--- src/rtl/axil_arb_pkg.sv ---
// Shared types and helpers for the AXI4-Lite round-robin master arbiter.
// Holds the FSM state type, AXI response codes and a reference grant function.
package axil_arb_pkg;

  typedef enum logic [2:0] {
    IDLE,
    WR_ADDR,
    WR_RESP,
    RD_ADDR,
    RD_DATA,
    RSP
  } state_t;

  localparam logic [1:0] RESP_OKAY   = 2'b00;
  localparam logic [1:0] RESP_EXOKAY = 2'b01;
  localparam logic [1:0] RESP_SLVERR = 2'b10;
  localparam logic [1:0] RESP_DECERR = 2'b11;

  // Nearest asserted requester after last, wrapping mod n (n <= 8).
  function automatic logic [2:0] rr_next(
    input logic [7:0] req,
    input logic [2:0] last,
    input int         n
  );
    logic [2:0] g;
    g = last;
    for (int i = n; i >= 1; i--) begin
      int idx;
      idx = (int'(last) + i) % n;
      if (req[idx[2:0]]) g = idx[2:0];
    end
    return g;
  endfunction

endpackage

--- src/rtl/axil_rr_master_arbiter_rr_grant.sv ---
// Round-robin grant: rotate so last+1 sits at bit 0, priority-encode,
// then rotate the winning offset back into a requester index.
module rr_grant #(
  parameter int N_REQ = 4,
  parameter int IDX_W = $clog2(N_REQ)
) (
  input  logic [N_REQ-1:0] req,
  input  logic [IDX_W-1:0] last,
  output logic [IDX_W-1:0] grant_idx,
  output logic             grant_valid
);

  logic [2*N_REQ-1:0] dbl;
  logic [N_REQ-1:0]   rot;
  logic               hit;
  int                 off;
  int                 pos;

  always_comb begin
    dbl = {req, req};
    rot = N_REQ'(dbl >> (int'(last) + 1));
    off = 0;
    hit = 1'b0;
    for (int j = 0; j < N_REQ; j++) begin
      if (!hit && rot[j]) begin
        off = j;
        hit = 1'b1;
      end
    end
    pos = int'(last) + 1 + off;
    if (pos >= N_REQ) pos = pos - N_REQ;
    grant_idx   = IDX_W'(pos);
    grant_valid = hit;
  end

endmodule

--- src/rtl/axil_rr_master_arbiter.sv ---
// Shares one AXI4-Lite master port among N_REQ single-beat requesters,
// one transaction in flight, responses routed back to the granted requester.
module axil_rr_master_arbiter
  import axil_arb_pkg::*;
#(
  parameter int N_REQ  = 4,
  parameter int ADDR_W = 32,
  parameter int DATA_W = 32
) (
  input  logic                         ACLK,
  input  logic                         ARESET,
  input  logic [N_REQ-1:0]             req_valid,
  output logic [N_REQ-1:0]             req_ready,
  input  logic [N_REQ-1:0]             req_we,
  input  logic [N_REQ*ADDR_W-1:0]      req_addr,
  input  logic [N_REQ*DATA_W-1:0]      req_wdata,
  input  logic [N_REQ*(DATA_W/8)-1:0]  req_wstrb,
  output logic [N_REQ-1:0]             rsp_valid,
  output logic [DATA_W-1:0]            rsp_rdata,
  output logic [1:0]                   rsp_resp,
  output logic                         busy,
  output logic [15:0]                  txn_count,
  output logic [ADDR_W-1:0]            M_AXI_AWADDR,
  output logic [2:0]                   M_AXI_AWPROT,
  output logic                         M_AXI_AWVALID,
  input  logic                         M_AXI_AWREADY,
  output logic [DATA_W-1:0]            M_AXI_WDATA,
  output logic [DATA_W/8-1:0]          M_AXI_WSTRB,
  output logic                         M_AXI_WVALID,
  input  logic                         M_AXI_WREADY,
  input  logic [1:0]                   M_AXI_BRESP,
  input  logic                         M_AXI_BVALID,
  output logic                         M_AXI_BREADY,
  output logic [ADDR_W-1:0]            M_AXI_ARADDR,
  output logic [2:0]                   M_AXI_ARPROT,
  output logic                         M_AXI_ARVALID,
  input  logic                         M_AXI_ARREADY,
  input  logic [DATA_W-1:0]            M_AXI_RDATA,
  input  logic [1:0]                   M_AXI_RRESP,
  input  logic                         M_AXI_RVALID,
  output logic                         M_AXI_RREADY
);

  localparam int STRB_W = DATA_W / 8;
  localparam int IDX_W  = $clog2(N_REQ);

  state_t              state_q, state_d;
  logic [IDX_W-1:0]    last_q, last_d;
  logic [IDX_W-1:0]    gnt_q, gnt_d;
  logic [ADDR_W-1:0]   addr_q, addr_d;
  logic [DATA_W-1:0]   wdata_q, wdata_d;
  logic [STRB_W-1:0]   wstrb_q, wstrb_d;
  logic                aw_done_q, aw_done_d;
  logic                w_done_q, w_done_d;
  logic [DATA_W-1:0]   rdata_q, rdata_d;
  logic [1:0]          resp_q, resp_d;
  logic [15:0]         txn_q, txn_d;

  logic [IDX_W-1:0]    g_idx;
  logic                g_vld;
  int                  gi;

  rr_grant #(
    .N_REQ (N_REQ),
    .IDX_W (IDX_W)
  ) u_rr_grant (
    .req         (req_valid),
    .last        (last_q),
    .grant_idx   (g_idx),
    .grant_valid (g_vld)
  );

  always_comb begin
    state_d       = state_q;
    last_d        = last_q;
    gnt_d         = gnt_q;
    addr_d        = addr_q;
    wdata_d       = wdata_q;
    wstrb_d       = wstrb_q;
    aw_done_d     = aw_done_q;
    w_done_d      = w_done_q;
    rdata_d       = rdata_q;
    resp_d        = resp_q;
    txn_d         = txn_q;
    gi            = int'(g_idx);
    req_ready     = '0;
    rsp_valid     = '0;
    rsp_rdata     = '0;
    rsp_resp      = RESP_OKAY;
    M_AXI_AWVALID = 1'b0;
    M_AXI_WVALID  = 1'b0;
    M_AXI_BREADY  = 1'b0;
    M_AXI_ARVALID = 1'b0;
    M_AXI_RREADY  = 1'b0;

    unique case (state_q)
      IDLE: begin
        if (g_vld) begin
          req_ready[g_idx] = 1'b1;
          addr_d    = req_addr[gi*ADDR_W +: ADDR_W];
          wdata_d   = req_wdata[gi*DATA_W +: DATA_W];
          wstrb_d   = req_wstrb[gi*STRB_W +: STRB_W];
          last_d    = g_idx;
          gnt_d     = g_idx;
          aw_done_d = 1'b0;
          w_done_d  = 1'b0;
          state_d   = req_we[g_idx] ? WR_ADDR : RD_ADDR;
        end
      end
      WR_ADDR: begin
        // AW and W complete independently; either may be accepted first.
        M_AXI_AWVALID = !aw_done_q;
        M_AXI_WVALID  = !w_done_q;
        aw_done_d     = aw_done_q | M_AXI_AWREADY;
        w_done_d      = w_done_q | M_AXI_WREADY;
        if (aw_done_d && w_done_d) state_d = WR_RESP;
      end
      WR_RESP: begin
        M_AXI_BREADY = 1'b1;
        if (M_AXI_BVALID) begin
          resp_d  = M_AXI_BRESP;
          rdata_d = '0;
          state_d = RSP;
        end
      end
      RD_ADDR: begin
        M_AXI_ARVALID = 1'b1;
        if (M_AXI_ARREADY) state_d = RD_DATA;
      end
      RD_DATA: begin
        M_AXI_RREADY = 1'b1;
        if (M_AXI_RVALID) begin
          rdata_d = M_AXI_RDATA;
          resp_d  = M_AXI_RRESP;
          state_d = RSP;
        end
      end
      RSP: begin
        rsp_valid[gnt_q] = 1'b1;
        rsp_rdata = rdata_q;
        rsp_resp  = resp_q;
        txn_d     = txn_q + 16'd1;
        state_d   = IDLE;
      end
      default: state_d = IDLE;
    endcase
  end

  always_ff @(posedge ACLK) begin
    if (ARESET) begin
      state_q   <= IDLE;
      last_q    <= IDX_W'(N_REQ - 1);
      gnt_q     <= '0;
      addr_q    <= '0;
      wdata_q   <= '0;
      wstrb_q   <= '0;
      aw_done_q <= 1'b0;
      w_done_q  <= 1'b0;
      rdata_q   <= '0;
      resp_q    <= RESP_OKAY;
      txn_q     <= '0;
    end else begin
      state_q   <= state_d;
      last_q    <= last_d;
      gnt_q     <= gnt_d;
      addr_q    <= addr_d;
      wdata_q   <= wdata_d;
      wstrb_q   <= wstrb_d;
      aw_done_q <= aw_done_d;
      w_done_q  <= w_done_d;
      rdata_q   <= rdata_d;
      resp_q    <= resp_d;
      txn_q     <= txn_d;
    end
  end

  assign busy         = (state_q != IDLE);
  assign txn_count    = txn_q;
  assign M_AXI_AWADDR = addr_q;
  assign M_AXI_ARADDR = addr_q;
  assign M_AXI_WDATA  = wdata_q;
  assign M_AXI_WSTRB  = wstrb_q;
  assign M_AXI_AWPROT = 3'b000;
  assign M_AXI_ARPROT = 3'b000;

endmodule

--- config.mk ---
export PLATFORM = sky130hd
export DESIGN_NAME = axil_rr_master_arbiter
export DESIGN_NICKNAME = d
export VERILOG_FILES = /design/src/rtl/axil_arb_pkg.sv /design/src/rtl/axil_rr_master_arbiter_rr_grant.sv /design/src/rtl/axil_rr_master_arbiter.sv
export SDC_FILE = /design/constraint.sdc
export NUM_CORES = 1
export LEC_CHECK = 0
export ABC_AREA = 0
export BUFFER_PORTS_ARGS = -buffer_cell sky130_fd_sc_hd__buf_2
export CORE_AREA = 5 5 190 192
export CTS_CLUSTER_SIZE = 25
export DETAILED_ROUTE_END_ITERATION = 10
export DIE_AREA = 0 0 195 197
export SLEW_MARGIN = 10
export SYNTH_ARGS = -nofsm -noshare
export SYNTH_HDL_FRONTEND = slang
export SYNTH_SLANG_ARGS = --single-unit
--- constraint.sdc ---
create_clock -name ACLK -period 4.6 [get_ports ACLK]
set_input_delay 0.92 -clock ACLK [delete_from_list [all_inputs] [get_ports ACLK]]
set_output_delay 0.92 -clock ACLK [all_outputs]
set_load 0.01 [all_outputs]
==> results.cfg <==
[sta]
setup_slack_ps = 581
fin_crit_ps = 4020
clock_skew_ps = 15.2
setup_tns_ps = 0
fin_crit_sh = 0.874
rsz0062_at_grt = no
worst_pin_slew_ps = 1080
max_freq_mhz = 249
slew_headroom = 0.279
timing_hold_violations_final = 0
setup_violations = 0
slew_violations = 0

[cells_and_area]
drive_gt1_frac = 0.567
fill_cells = 3620
multi_input_area_um2 = 3730
nets = 1394
fin_cells = 1547
area_growth_syn_to_layout_pct = 46.5
seqCellArea_um2 = 2540
finalInstanceArea_um2 = 9990

[clocking]
clk-insertion-delay-late_ps = 430
h-tree-depth = 4
postCtsResizedCells = 0
post_cts_buffers = 0
cts_tree = yes
root_buffer = clkbuf_16
cts_sinks = 127
cts_hold_buf = 0
clockBufferDepth = 2
clkTransAtPathRegs_ps = 60
cts_buffers = 17

[yosys]
synth_edf_count = 0
ys.warnings.count = 0
synth_area_um2 = 6820
synth_cells = 642
synth-seq-cells = 127
synth_ff_type = dfxtp_1
synth-async-reset-ratio = 0
synth-seq-area-share = 0.373
synth_cell_types = 49
postSynthAreaPerCell_um2 = 10.6

[drt]
totalWireLength_mm = 30.0
vias = 6977
drt-pass1-iter-count = 5
wl_per_cell_um = 19.4
avgViaCountPerCell = 4.51
drc = 0
ant_nets = 0
drt-initial-drc-count = 347

[power_and_ir_drop]
power.density_nw_per_um2 = 635
max-vdd-ir-drop_uv = 414
power.leakage_nw = 4.71

[floorplanning]
initial_core_util = 0.199
coreArea_um2 = 34200
chipHeight_um = 197
die_w_um = 195
io_pins = 493
rows = 68
die_area_um2 = 38400

[worst_hold_path]
min_path_cells = 2
hp-start = rdata_q[4]
holdPathEnd = rdata_q[4]
hold_class = reg -> reg

[worst_setup_path]
critPathBufInv = 3
r2r_cells = 11
worstPathRequired_ps = 3680
worst-path-max-fanout = 8
path_depth = 11
cp_cell_sequence = buf_2 -> or2_1 -> or2_2 -> a31oi_1 -> a211oi_1 -> buf_4 -> ha_4 -> xnor2_1 -> xnor2_2 -> nor3b_1 -> buf_2
end_kind = output pin
crit_slowest_cell = nor3b_1
r2r-start = last_q[0]
path_delay_family = simple AND/OR/NAND/NOR gates
critical_path_class = in -> out
cp-start-kind = input port
crit_path_frequent_cell = buf_2
cp.arrival_ps = 3100
rrSetupSlack_ps = 1340
r2r_end = M_AXI_WDATA[18]
max_stage_delay_ps = 360

[global_route]
grt_pass1_vias = 7031
grt_max_degree = 63
grt_pass1_wl_mm = 43.3
antenna_found_initial = 15
grt_use_total = 0.147
overflow = 0

[outcome]
status = completed

[placement]
place_inst = 1505
pre_cts_ws_ps = 555
dpl_cell_area_um2 = 9410
hpwl_mm = 23.8
portBuffers = 486
place_congestion = 0.934

[run]
max_cap_violations = 0
logic make-up (layout without fill, tap and decap cells):
group / count (synthesis) / after routing / share of synthesized area
buf+inv: 102 / 537 / 0.0879
flops: 127 / 127 / 0.373
simple gates: 191 / 191 / 0.141
xor+xnor: 16 / 16 / 0.0206
other cells: 1 / 16 / 0.000550
fa+ha+maj: 2 / 2 / 0.00367
compound gates: 129 / 129 / 0.140
mux: 74 / 74 / 0.234
sequential cells by signal, summed over array words and instances, names as in the netlist:
name and flops:
aw_done_q 1, M_AXI_WSTRB 4, txn_count 16, resp_q 2
last_q 2, M_AXI_ARADDR 32, w_done_q 1, gnt_q 2
M_AXI_WDATA 32, rdata_q 32, state_q 3
cell usage after synthesis, types with 6 or more instances:
| cell | instances | share of area |
|---|---|---|
| a21oi_1 | 38 | 0.028 |
| a22o_1 | 69 | 0.089 |
| and2_1 | 35 | 0.032 |
| buf_2 | 17 | 0.012 |
| buf_4 | 38 | 0.042 |
| buf_6 | 7 | 0.012 |
| clkbuf_1 | 34 | 0.019 |
| dfxtp_1 | 127 | 0.37 |
| mux4_2 | 68 | 0.22 |
| nand2_1 | 46 | 0.025 |
| nand3_1 | 39 | 0.029 |
| nor2_1 | 34 | 0.019 |
| xnor2_1 | 6 | 0.0077 |
| xor2_1 | 10 | 0.013 |
where the power goes:
part / leakage [nW] / switching (mW) / total, mW / internal (mW)
registers: 1.04 / 0.186 / 1.50 / 1.31
clock network: 0.266 / 0.542 / 1.28 / 0.740
logic: 3.40 / 1.68 / 3.56 / 1.88
worst max-delay path by stage:
| stage | startpoint | to |
|---|---|---|
| finish | req_valid[3] | req_ready[3] |
| global route | req_valid[3] | req_ready[3] |
| CTS | req_valid[3] | req_ready[3] |
| detailed placement | req_valid[3] | req_ready[3] |
| global placement | req_valid[3] | req_ready[3] |
| floorplan | req_valid[3] | req_ready[2] |
layout by cell type, fill, tap and decap left out, types with 10 or more instances in the layout:
cell type	synthesis	final
buf_2	17	486
dfxtp_1	127	127
mux4_2	68	68
a22o_1	69	68
nand2_1	46	46
nand3_1	39	39
a21oi_1	38	38
and2_1	35	35
nor2_1	34	34
clkbuf_16	0	17
buf_4	38	13
diode_2	0	10
xor2_1	10	10
per-stage QoR:
step	power, mW	util	hold WS, ps
after floorplan	4.28	-	427
after global routing	6.76	0.291	461
after detailed placement	5.15	0.275	440
final	6.34	0.292	444
after global placement	5.09	0.275	435
after CTS	6.46	0.291	448
final cells by class:
class                      count  share of cell area
multi-input combinational    418               0.374
timing repair buffer         500               0.255
sequential                   127               0.255
tap                          455              0.0570
clock buffer                  18              0.0430
clock inverter                14              0.0118
antenna                       10             0.00251
inverter                       5             0.00188
per-layer routing:
metal,up-vias,global-route usage,wire length [µm]
met4,8,0.0450,584
met3,46,0.0586,2540
met5,-,0,48
li1,3220,-,-
met2,330,0.235,14500
met1,3373,0.184,12400
worst register-to-register path: cells and delay by family, from the launching register on:
kind | cells | cell delay [ps]
buffers and inverters | 2 | 710
and+or+nand+nor | 2 | 570
muxes | 1 | 480
AOI/OAI and AO/OA | 3 | 430
xor gates and xnor gates | 2 | 410
DFF | 1 | 410
adders and majority gates | 1 | 160
(Power assumes the default switching activity.)
